--- src/rtl/jk_reg_bank.sv ---
// Bank of WIDTH JK flip-flops clocked on the falling edge, with parallel load
// and synchronous up/down counting modes, terminal count and wrap pulse.
module jk_reg_bank #(
    parameter int               WIDTH   = 8,
    parameter logic [WIDTH-1:0] RST_VAL = '0
) (
    input  logic             clk,
    input  logic             rst_n,
    input  logic             en,
    input  logic [1:0]       mode,
    input  logic [WIDTH-1:0] J,
    input  logic [WIDTH-1:0] K,
    input  logic [WIDTH-1:0] load_val,
    output logic [WIDTH-1:0] Q,
    output logic [WIDTH-1:0] Qbar,
    output logic             tc,
    output logic             wrap
);

    localparam logic [WIDTH-1:0] ALL_ONES  = {WIDTH{1'b1}};
    localparam logic [WIDTH-1:0] ALL_ZEROS = {WIDTH{1'b0}};

    localparam logic [1:0] MODE_JK   = 2'b00;
    localparam logic [1:0] MODE_LOAD = 2'b01;
    localparam logic [1:0] MODE_UP   = 2'b10;
    localparam logic [1:0] MODE_DOWN = 2'b11;

    logic [WIDTH-1:0] q_r;
    logic [WIDTH-1:0] qbar_r;
    logic             wrap_r;

    logic [WIDTH-1:0] up_tgl_s;
    logic [WIDTH-1:0] dn_tgl_s;
    logic [WIDTH-1:0] q_next_s;
    logic             wrap_next_s;
    logic             tc_s;

    // Toggle masks: bit i flips when every lower bit is 1 (up) or 0 (down)
    always_comb begin : toggle_masks
        logic up_c;
        logic dn_c;
        up_c     = 1'b1;
        dn_c     = 1'b1;
        up_tgl_s = ALL_ZEROS;
        dn_tgl_s = ALL_ZEROS;
        for (int i = 0; i < WIDTH; i++) begin
            up_tgl_s[i] = up_c;
            dn_tgl_s[i] = dn_c;
            up_c        = up_c & q_r[i];
            dn_c        = dn_c & ~q_r[i];
        end
    end

    // Next-state and wrap selection by operating mode
    always_comb begin
        q_next_s    = q_r;
        wrap_next_s = 1'b0;
        case (mode)
            MODE_JK: begin
                // J sets, K clears, both toggles, neither holds
                q_next_s = (J & ~q_r) | (~K & q_r);
            end
            MODE_LOAD: begin
                q_next_s = load_val;
            end
            MODE_UP: begin
                q_next_s    = q_r ^ up_tgl_s;
                wrap_next_s = (q_r == ALL_ONES);
            end
            MODE_DOWN: begin
                q_next_s    = q_r ^ dn_tgl_s;
                wrap_next_s = (q_r == ALL_ZEROS);
            end
            default: begin
                q_next_s    = q_r;
                wrap_next_s = 1'b0;
            end
        endcase
    end

    // Terminal count is a pure decode of current state and mode, ignoring en
    always_comb begin
        tc_s = 1'b0;
        case (mode)
            MODE_UP:   tc_s = (q_r == ALL_ONES);
            MODE_DOWN: tc_s = (q_r == ALL_ZEROS);
            default:   tc_s = 1'b0;
        endcase
    end

    // Falling-edge state registers; Qbar is its own flop fed with ~next
    always_ff @(negedge clk or negedge rst_n) begin
        if (!rst_n) begin
            q_r    <= RST_VAL;
            qbar_r <= ~RST_VAL;
            wrap_r <= 1'b0;
        end else if (en) begin
            q_r    <= q_next_s;
            qbar_r <= ~q_next_s;
            wrap_r <= wrap_next_s;
        end else begin
            q_r    <= q_r;
            qbar_r <= qbar_r;
            wrap_r <= 1'b0;
        end
    end

    assign Q    = q_r;
    assign Qbar = qbar_r;
    assign wrap = wrap_r;
    assign tc   = tc_s;

endmodule

--- config.mk ---
export PLATFORM = sky130hd
export DESIGN_NAME = jk_reg_bank
export DESIGN_NICKNAME = d
export VERILOG_FILES = /design/src/rtl/jk_reg_bank.sv
export SDC_FILE = /design/constraint.sdc
export NUM_CORES = 1
export LEC_CHECK = 0
export CORE_MARGIN = 4
export CORE_UTILIZATION = 40
export DETAILED_ROUTE_END_ITERATION = 7
export PLACE_DENSITY_LB_ADDON = 0.2
export SLEW_MARGIN = 10
export SYNTH_ARGS = -nofsm -noshare
export SYNTH_HDL_FRONTEND = slang
export SYNTH_SLANG_ARGS = --single-unit
export TNS_END_PERCENT = 10
--- constraint.sdc ---
create_clock -name clk -period 1.91 [get_ports clk]
set_input_delay 0.382 -clock clk [delete_from_list [all_inputs] [get_ports clk]]
set_output_delay 0.382 -clock clk [all_outputs]
set_load 0.01 [all_outputs]
[Word level (Yosys, flattened, before mapping)]
Cells that the tools add are included.
Word-level totals
  flip-flop bits (word level): 17
  input port bits: 29
  output and inout port bits: 18
  word-level logic and storage cells: 39
Cells by class
  equality and inequality tests: 4
  mux-type cells: 3
  bitwise logic cells: 27
  reductions and logical operators: 2
Operators by type and width (number)
  $pmux 8 s4: 1
  $not 8->8: 3
  $and 8x8->8: 2
  $xor 8x8->8: 2
  $and 1x1->1: 12
  $eq 8x8->1 const B: 1
  $logic_not 8->1: 1
  $or 8x8->8: 1
  $not 1->1: 7
  $eq 2x2->1 const B: 2
  $eq 2x1->1 const B: 1
  $logic_not 2->1: 1
  $pmux 1 s2: 1
  $mux 1: 1

[Longest topological paths before layout]
  word-level depth: 10
  depth in mapped cells: 5
  gate-level depth less buffers: 4

==> flow_summary.toml <==
[global_routing]
gr-total-overflow = 0
grt_pass1_vias = 1459
grt_max_degree = 23
antenna_found_initial = 0
grt_usage_pct = 20.5
grt_pass1_wl_microns = 6700

[timing]
hold_violations = 0
relSlewSlack_pct = 79.2
grt_setup_unrepaired = "yes"
timing.hold.ws_ns = 0.518
final_max_slew_viol_count = 0
setup_slack_ns = -1.14
clock_skew_ns = 0.0734
worst_pin_slew_ns = 0.311
setup_viol = 35

[outcome]
status = "complete, but fails checks"
violations = "setup timing"

[logic_synthesis]
synth_edf_count = 0
synth-main-ff-cell = "dfrtn_1"
yosys_warnings = 0
synth_compound_area_share_pct = 24.7
netlist_area_sq_mm = 0.00126
syn_nets = 172
async_reset_ff_share_pct = 100
synthXorXnorAreaFrac_pct = 0.694
synth.area.mux_share_pct = 5.16
seq_area_frac_synth_pct = 34.5
ys_types = 48
synthAdderAreaFrac_pct = 0
syn_inst = 143
ys_ff_latch = 17
synth_top_family_by_area = "simple AND/OR/NAND/NOR gates"
syn_area_per_cell_sq_um = 8.82
synth-simple-area-share_pct = 28.5

[place]
port_buffers = 46
place_congestion = 0.860
dpl.hpwl_microns = 3030
pre_cts_slack_ns = -1.26
dp.cells = 257

[route]
drtIter0Drc = 68
vias = 1460
routed_wl_microns = 4210
first_pass_iters = 4
post_drt_via_cell_ratio = 5.39
wl_met1_microns = 1810
postRouteAntennaNets = 0
wl_per_cell_microns = 15.5
dr.max_layer_used = "met4"
route.met3.wl_microns = 235
wl_met2_microns = 2090
drcViolationCount = 0

[pwr]
peakVddDrop_mv = 0.690
leakagePower_uw = 0.00104
powerDensity_mw_per_mm2 = 726

[clocking]
clock-sinks = 17
cts_tree = "done"
numCtsBuffers = 3
worstSkewPairLatency_ns = 0.38
cts_max_path_buffers = 2
cts_root_buf = "clkbuf_4"
htreeDepth = 1
clkTransAtPathRegs_ns = 0.08

[finish]
area_delta_synth_final_pct = 76.9
regArea_sq_um = 435
final_cell_mix = "buf_6 (29), buf_4 (24), clkdlybuf4s50_1 (22)"
drive_gt1_share_pct = 43.6
final_common_cell = "buf_6"
finalNetCount = 257
diodes = 0
fillers = 217
fin_cells = 271
multi_input_area_sq_um = 830

[die]
core-area_sq_mm = 0.00303
die_w_microns = 64.2
die_area_sq_mm = 0.00412
start_util_pct = 41.7
io-pin-count = 47
fp.dieH_microns = 64.2
rows = 20

[setup_path]
cp_max_fo = 3
worst-setup-path-type = "reg -> out"
end_kind = "output port"
critPathRequiredTime_ns = 1.53
start_kind = "flop"
crit_arrival_ns = 2.67

[min_path]
hp-class = "reg -> reg"

[job]
cap_violations = 0
## layout make-up
cell class	count	area share (%)
timing repair buffer	84	37.5
multi-input combinational	110	37.2
sequential	17	19.5
tap	44	2.47
clock inverter	8	1.35
clock buffer	4	1.18
inverter	4	0.785
## per-layer routing
metal / global-route usage [%] / vias to the layer above
met1: 25.4 / 710
met3: 4.39 / 8
met4: 6.07 / 0
li1: - / 696
met5: 0 / -
met2: 35.6 / 46
## cell families (layout without fill, tap and decap cells)
| logic type | Yosys count | after routing |
|---|---|---|
| buffers and inverters | 16 | 100 |
| AND/OR/NAND/NOR | 65 | 65 |
| flip-flops | 17 | 17 |
| AO/OA/AOI/OAI | 38 | 38 |
| multiplexers | 6 | 6 |
| XOR/XNOR | 1 | 1 |
## per-stage QoR
step / power (uW) / util, % / setup TNS, ns / area (sq um)
2_1_floorplan: 860 / - / -7.38 / 1270
3_3_place_gp: 1210 / 65.9 / -27.48 / 2000
3_5_place_dp: 1230 / 65.9 / -28.26 / 2000
4_1_cts: 1580 / 71.9 / -15.01 / 2180
5_1_grt: 1720 / 73.7 / -14.55 / 2230
6_report: 1620 / 73.7 / -13.12 / 2230
## registers in the layout, summed over array words and instances, names as in the netlist
name and flops:
Q 8, Qbar 8, wrap 1
## path summary, 6_finish.rpt
| check | cells past startpoint | startpoint | slack (ns) | end |
|---|---|---|---|---|
| min | 2 | Qbar[6]$_DFFE_NN1P_ | 0.52 | Qbar[6]$_DFFE_NN1P_ |
| min reg2reg | 2 | Qbar[6]$_DFFE_NN1P_ | 0.52 | Qbar[6]$_DFFE_NN1P_ |
| min in group asynchronous | 2 | rst_n | 1.24 | Q[4]$_DFFE_NN0P_ |
| max in group asynchronous | 2 | rst_n | 0.40 | Qbar[3]$_DFFE_NN1P_ |
| max | 5 | Q[0]$_DFFE_NN0P_ | -1.14 | tc |
| max reg2reg | 5 | Q[2]$_DFFE_NN0P_ | 0.13 | Q[6]$_DFFE_NN0P_ |
## report_power, final
| group | switching (uW) | internal, uW |
|---|---|---|
| Combinational | 333 | 467 |
| Sequential | 72.3 | 458 |
| Clock | 185 | 104 |
| Total | 590 | 1030 |
## worst max-delay path, cell delays in order, from the launching register on
cell,delay (ns)
dfrtn_1,0.40
nor4b_4,0.33
and4b_2,0.30
mux2_4,0.16
and2_4,0.13
buf_6,0.09
## repair_timing
action / in CTS / in global routing
setup endpoints to repair: 35 / 35
resized for setup: 127 / 21
setup buffers: 3 / 2
pin swaps: 13 / 11
hold buffers: 0 / 0
## cell usage after synthesis, types with 3 or more instances
| master | number | area, sq um |
|---|---|---|
| and3_1 | 3 | 18.8 |
| and2_1 | 4 | 25.0 |
| inv_1 | 5 | 18.8 |
| nor2b_1 | 6 | 37.5 |
| a211o_1 | 4 | 35.0 |
| nand2_1 | 8 | 30.0 |
| o21ai_0 | 4 | 20.0 |
| nor2_1 | 21 | 78.8 |
| clkbuf_1 | 7 | 26.3 |
| dfstp_2 | 8 | 210 |
| a211oi_1 | 5 | 37.5 |
| dfrtn_1 | 9 | 225 |
| and4_1 | 3 | 26.3 |
| a21oi_1 | 4 | 20.0 |
| nand3_1 | 7 | 35.0 |
Power figures use the tool's default switching activity.
